==> src/rtl/exe_pkg.sv <==
// exe_pkg: shared widths and flag positions for the EXE/MEM pipeline register.
package exe_pkg;
    localparam int DATA_W_DEF = 32;
    localparam int REG_W_DEF  = 4;
    localparam int CNT_W_DEF  = 16;
    localparam int FLAG_N     = 3;
    localparam int FLAG_Z     = 2;
    localparam int FLAG_C     = 1;
    localparam int FLAG_V     = 0;
endpackage

==> src/rtl/status_reg.sv <==
// status_reg: architectural {N,Z,C,V} flags, updated only when enabled.
module status_reg (
    input  logic       clk,
    input  logic       rst,
    input  logic       en_i,
    input  logic [3:0] d_i,
    output logic [3:0] q_o
);
    logic [3:0] status_q;
    always_ff @(posedge clk or negedge rst) begin
        if (!rst)
            status_q <= '0;
        else if (en_i)
            status_q <= d_i;
    end
    assign q_o = status_q;
endmodule

==> src/rtl/exe_mem_stage.sv <==
// exe_mem_stage: EXE->MEM pipeline register with stall, flush, flag register
// and a retired-instruction counter.
module exe_mem_stage
    import exe_pkg::*;
#(
    parameter int DATA_W = DATA_W_DEF,
    parameter int REG_W  = REG_W_DEF,
    parameter int CNT_W  = CNT_W_DEF
) (
    input  logic              clk,
    input  logic              rst,
    input  logic              freeze,
    input  logic              flush,
    input  logic              in_valid,
    input  logic              wb_en_in,
    input  logic              mem_r_en_in,
    input  logic              mem_w_en_in,
    input  logic [DATA_W-1:0] alu_res_in,
    input  logic [DATA_W-1:0] val_rm_in,
    input  logic [REG_W-1:0]  dest_in,
    input  logic              s_in,
    input  logic [3:0]        status_bits_in,
    output logic              out_valid,
    output logic              wb_en,
    output logic              mem_r_en,
    output logic              mem_w_en,
    output logic [DATA_W-1:0] alu_res,
    output logic [DATA_W-1:0] val_rm,
    output logic [REG_W-1:0]  dest,
    output logic [3:0]        status,
    output logic [CNT_W-1:0]  retired
);
    logic              load;
    logic              valid_q, valid_d, wb_q, wb_d, mr_q, mr_d, mw_q, mw_d;
    logic [DATA_W-1:0] alu_q, alu_d, rm_q, rm_d;
    logic [REG_W-1:0]  dest_q, dest_d;
    logic [CNT_W-1:0]  ret_q, ret_d;

    assign load = !freeze && !flush && in_valid;

    // Bubbles clear the control bits but keep the data registers as they were.
    always_comb begin
        valid_d = freeze ? valid_q : load;
        wb_d    = freeze ? wb_q    : load && wb_en_in;
        mr_d    = freeze ? mr_q    : load && mem_r_en_in;
        mw_d    = freeze ? mw_q    : load && mem_w_en_in;
        alu_d   = load ? alu_res_in : alu_q;
        rm_d    = load ? val_rm_in  : rm_q;
        dest_d  = load ? dest_in    : dest_q;
        ret_d   = load ? ret_q + 1'b1 : ret_q;
    end

    always_ff @(posedge clk or negedge rst) begin
        if (!rst) begin
            valid_q <= 1'b0;
            wb_q    <= 1'b0;
            mr_q    <= 1'b0;
            mw_q    <= 1'b0;
            alu_q   <= '0;
            rm_q    <= '0;
            dest_q  <= '0;
            ret_q   <= '0;
        end else begin
            valid_q <= valid_d;
            wb_q    <= wb_d;
            mr_q    <= mr_d;
            mw_q    <= mw_d;
            alu_q   <= alu_d;
            rm_q    <= rm_d;
            dest_q  <= dest_d;
            ret_q   <= ret_d;
        end
    end

    status_reg u_status (
        .clk  (clk),
        .rst  (rst),
        .en_i (load && s_in),
        .d_i  (status_bits_in),
        .q_o  (status)
    );

    assign out_valid = valid_q;
    assign wb_en     = wb_q && valid_q;
    assign mem_r_en  = mr_q && valid_q;
    assign mem_w_en  = mw_q && valid_q;
    assign alu_res   = alu_q;
    assign val_rm    = rm_q;
    assign dest      = dest_q;
    assign retired   = ret_q;
endmodule

==> config.mk <==
export PLATFORM = sky130hd
export DESIGN_NAME = exe_mem_stage
export DESIGN_NICKNAME = d
export VERILOG_FILES = /design/src/rtl/exe_pkg.sv /design/src/rtl/status_reg.sv /design/src/rtl/exe_mem_stage.sv
export SDC_FILE = /design/constraint.sdc
export NUM_CORES = 1
export LEC_CHECK = 0
export BUFFER_PORTS_ARGS = -buffer_cell sky130_fd_sc_hd__buf_2
export CORE_ASPECT_RATIO = 0.8
export CORE_MARGIN = 1
export CORE_UTILIZATION = 38
export CTS_BUF_LIST = sky130_fd_sc_hd__clkbuf_8
export DETAILED_ROUTE_END_ITERATION = 10
export PLACE_DENSITY = 0.67
export SLEW_MARGIN = 5
export SYNTH_ARGS = -nofsm -noshare
export SYNTH_HDL_FRONTEND = slang
export SYNTH_SLANG_ARGS = --single-unit
==> constraint.sdc <==
create_clock -name clk -period 2 [get_ports clk]
set_clock_uncertainty 0.1 [all_clocks]
set_input_delay 0.1 -clock clk [delete_from_list [all_inputs] [get_ports clk]]
set_output_delay 0.1 -clock clk [all_outputs]
set_load 0.02 [all_outputs]
Word-level counts from Yosys, hierarchy flattened
Index checks and enable logic that the tools add are counted.
{"block": "classes", "shift": 0, "bitwise_logic": 0, "n_eq_ne": 0, "n_mul": 0, "div_mod_pow": 0, "n_mux": 0, "n_reduce_logical": 11, "order_cmp": 0, "n_addsub": 1}
{"cell": "adder 16 x 1 -> 16 bit (second input constant)", "count": 1}
{"cell": "logical AND 1 bit", "count": 9}
{"cell": "logical NOT 1 bit", "count": 2}
{"block": "totals", "regBits": 92, "inputBits": 81, "memories": 0, "ram_bits": 0, "output_inout_bits": 92, "romBits": 0, "wordCells": 21, "latchBits": 0}

Longest topological paths before layout
{"block": "depth", "ltp_word": 4, "ltp_mapped": 5}

Modules after synthesis
From an unflattened synthesis, not the netlist that was laid out.
{"block": "hier_totals", "hier_cells": 226, "hier_area_um2": 3553.4}
{"mod": "exe_mem_stage", "n_inst": 1, "cells_each": 218, "area_per_inst_um2": 3408.3}
{"mod": "status_reg", "n_inst": 1, "cells_each": 8, "area_per_inst_um2": 145.1}

Worst setup path after synthesis
No wires, ideal clock.
{"block": "synth_path", "path_type": "register to register", "start": "reg ret_q[0] (netlist: retired[0])", "end": "reg ret_q[14] (netlist: retired[14])", "t_arrival_ns": 1.484, "setup_time_ns": 0.129, "path_buffers": 0, "synth_period_minus_slack_ns": 1.714, "stages_incl_launch_ff": 6, "t_required_ns": 1.771, "path_slack_ns": 0.286, "path_cell_list": "dfrtp_1 ha_1 nand4bb_1 nor3_1 nand3_1 xnor2_1"}
{"block": "synth_via", "elab_chain_cells": 1}
{"element": "from (decl)", "line": "exe_mem_stage.sv:37", "source": "logic [CNT_W-1:0] ret_q, ret_d;"}
{"element": "from (signal assigned)", "line": "exe_mem_stage.sv:71", "source": "ret_q <= ret_d;"}
{"element": "adder 16 x 1 -> 16 bit", "line": "exe_mem_stage.sv:50", "source": "ret_d = load ? ret_q + 1'b1 : ret_q;"}
Every way passes these cells.
A chain may end at the register's enable or synchronous reset.

Worst setup path after layout
{"block": "layout_path", "start": "in freeze", "end": "reg mw_q"}
{"block": "layout_via", "elab_chain_cells": 4}
{"element": "from (decl)", "line": "exe_mem_stage.sv:12", "source": "input logic freeze,"}
{"element": "logical NOT 1 bit", "line": "exe_mem_stage.sv:39", "source": "assign load = !freeze && !flush && in_valid;"}
{"element": "logical AND 1 bit (2 in series)", "line": "exe_mem_stage.sv:39"}
{"element": "logical AND 1 bit", "line": "exe_mem_stage.sv:46", "source": "mw_d = freeze ? mw_q : load && mem_w_en_in;"}
{"element": "to (signal assigned)", "line": "exe_mem_stage.sv:67", "source": "mw_q <= mw_d;"}
{"element": "to (decl)", "line": "exe_mem_stage.sv:34", "source": "logic valid_q, valid_d, wb_q, wb_d, mr_q, mr_d, mw_q, mw_d;"}
Parallel ways exist; a longest one is shown, timed or not.

==> metrics <==
DRT iter0 DRCs=77; Slew HR=0.742; CTS tree=built; Max Slew Vio Count=0; Fillers=722; Port Buffers=172; IO Pins=173; post-route ant nets=0; Max Fanout on Critical Path=41; setup TNS=0 ps; CP Capture Type=flip-flop; post-cts resize count=0; width of the die=110 um; area of the core=9040 sq um; synthesized instance count=223; Leakage=2.72 nW; Ys Warns=0; die height=88.2 um; multi-input logic area=1190 sq um; Crit path max-delay family=buffers and inverters; R2R cell count=5; largest net degree at the start of global routing=42; most common cell after layout, fill and taps aside=buf_2; CP Launch Type=input port; Setup WS pre-CTS=253 ps; Final min period=1880 ps; critical-path cell list=dlygate4sd3_1, buf_2, nor3b_4, buf_12, a22o_2, dlygate4sd3_1; worst setup path class=in -> reg; detailed-route DRC error count=0; worst path required time=2190 ps; Worst Path Arrival=2070 ps; DIE AREA=9690 sq um; Starting Density=0.391; final-report hold violation count=0; DR vias/cell=4.57; Hold Path Class=in -> reg; Max Cap Violations=0; Max Clk Rate=533 MHz; setup violators final=0; most frequent cells in the layout=buf_2, dfrtp_1, dlygate4sd3_1; pwr/cell area=911 nW/um^2; Slew @ Worst Pin=387 ps; synthesis-to-layout area growth=57.5%; syn nets=305; dpl cells=506; Total GRT Usage=0.177; clk buf depth=2; Clock Latency Late Sink=350 ps; Worst-path clk slew=90 ps; TritonCTS Sinks=92; postcts setup bufs=0; Final Cell Area=5560 sq um; Total Wirelength=8340 um; RSZ-0062 raised after global routing=no; site row count=31; Crit path depth=6; DP Area=4570 sq um; fraction of layout cells with a size suffix above 1=0.553; Final WS setup=124 ps; first-pass GRT wire length=13000 um; CP max stage cell=dlygate4sd3_1; ANT cells=0; share of the yosys chip area belonging to registers=0.652; CP Buf/Inv Count=4; layout net count=563; slowest stage delay, CP=540 ps; Synth cell types=20; Max IR drop VDD=0.636 mV; most used cell, CP=dlygate4sd3_1; clock tree root buffer cell=clkbuf_8; drt first pass iters=5; initial antenna violation count=0; status=finished, final reports clean; post-DP HPWL=5510 um; Final Cycle Share=0.938; vias in the first global route=2743; GRT overflow=0; vias after detailed routing=2742; syn_area_per_cell=15.8 sq um; Placer Congestion=0.774; Worst Hold Depth=3; synthesized cell area=3530 sq um; drt wl/cell=13.9 um; non-filler cells, final=600; Sequential Area=2300 sq um; register bit count reported by yosys=92; H-tree depth=3; Post-CTS Hold Fix Bufs=79; CTS buffer count=9
## cell usage after synthesis
cell,n,area [sq um]
inv_1,1,3.75
mux2_2,71,800
nand3_1,4,20.0
nor3b_2,1,12.5
a22o_2,3,30.0
or3b_4,1,11.3
nand4bb_1,1,11.3
and3_1,2,12.5
mux2_1,2,22.5
nor4_4,1,21.3
buf_2,8,40.0
and2_1,3,18.8
nand2_1,6,22.5
nor3_1,3,15.0
xnor2_1,10,87.6
dfrtp_1,92,2300
nand4_1,6,37.5
nor2_1,2,7.51
xor2_1,5,43.8
ha_1,1,12.5
## layout make-up
cell class,count,share of cell area
flip-flops and latches,92,0.414
repair buffers,255,0.309
multi-input cells,122,0.214
well taps,115,0.0259
clock buffers,10,0.0247
clock inverters,5,0.0112
inverters,1,0.000675
## layer usage
layer  up-vias  track usage  routed length (um)
met3        12       0.0545                 489
met4         0       0.0606                 144
li1       1302            -                   -
met2        98        0.294                4110
met1      1330        0.222                3600
met5         -            0                   0
## state kept, by name (all words and copies together), names as in the netlist
name / flops
alu_res: 32
val_rm: 32
retired: 16
dest: 4
u_status.q_o: 4
mr_q: 1
mw_q: 1
out_valid: 1
wb_q: 1
## kinds of logic after synthesis
group	after synthesis	share of synthesized area
buffers and inverters	9	0.0124
and+or+nand+nor	30	0.0538
adders and majority gates	1	0.00354
xor gates and xnor gates	15	0.0372
AOI/OAI and AO/OA	3	0.00850
muxes	73	0.233
DFF	92	0.652
## worst paths after layout
path                        startpoint  slack (ps)           to
setup reg to reg            retired[0]         240  retired[12]
min in group asynchronous          rst         100         mr_q
setup / recovery                freeze         120         mw_q
hold reg to reg            retired[15]         390  retired[15]
hold / removal                   flush          20    out_valid
max in group asynchronous          rst         990   val_rm[22]
## worst register-to-register path, delay by kind of cell, from the launching register on
family / cells / cell delay [ps]
AND/OR/NAND/NOR: 3 / 740
XOR/XNOR: 1 / 140
flip-flops: 1 / 460
adder cells (fa/ha/maj): 1 / 210
## metrics by stage
stage | power [mW] | hold slack, ps | util
2_1_floorplan | 3.18 | -296 | -
6_report | 5.07 | 21.3 | 0.616
5_1_grt | 5.36 | 6.92 | 0.616
3_5_place_dp | 3.74 | -43.3 | 0.506
4_1_cts | 5.13 | 8.05 | 0.616
3_3_place_gp | 3.70 | -50.3 | 0.506
## power breakdown
group | switching [mW] | leakage (nW) | internal (mW) | total (mW)
Clock | 0.637 | 0.0946 | 0.609 | 1.25
Sequential | 0.219 | 1.12 | 2.19 | 2.40
Combinational | 0.765 | 1.51 | 0.652 | 1.42
Total | 1.62 | 2.72 | 3.45 | 5.07
Power figures use the tool's default switching activity.
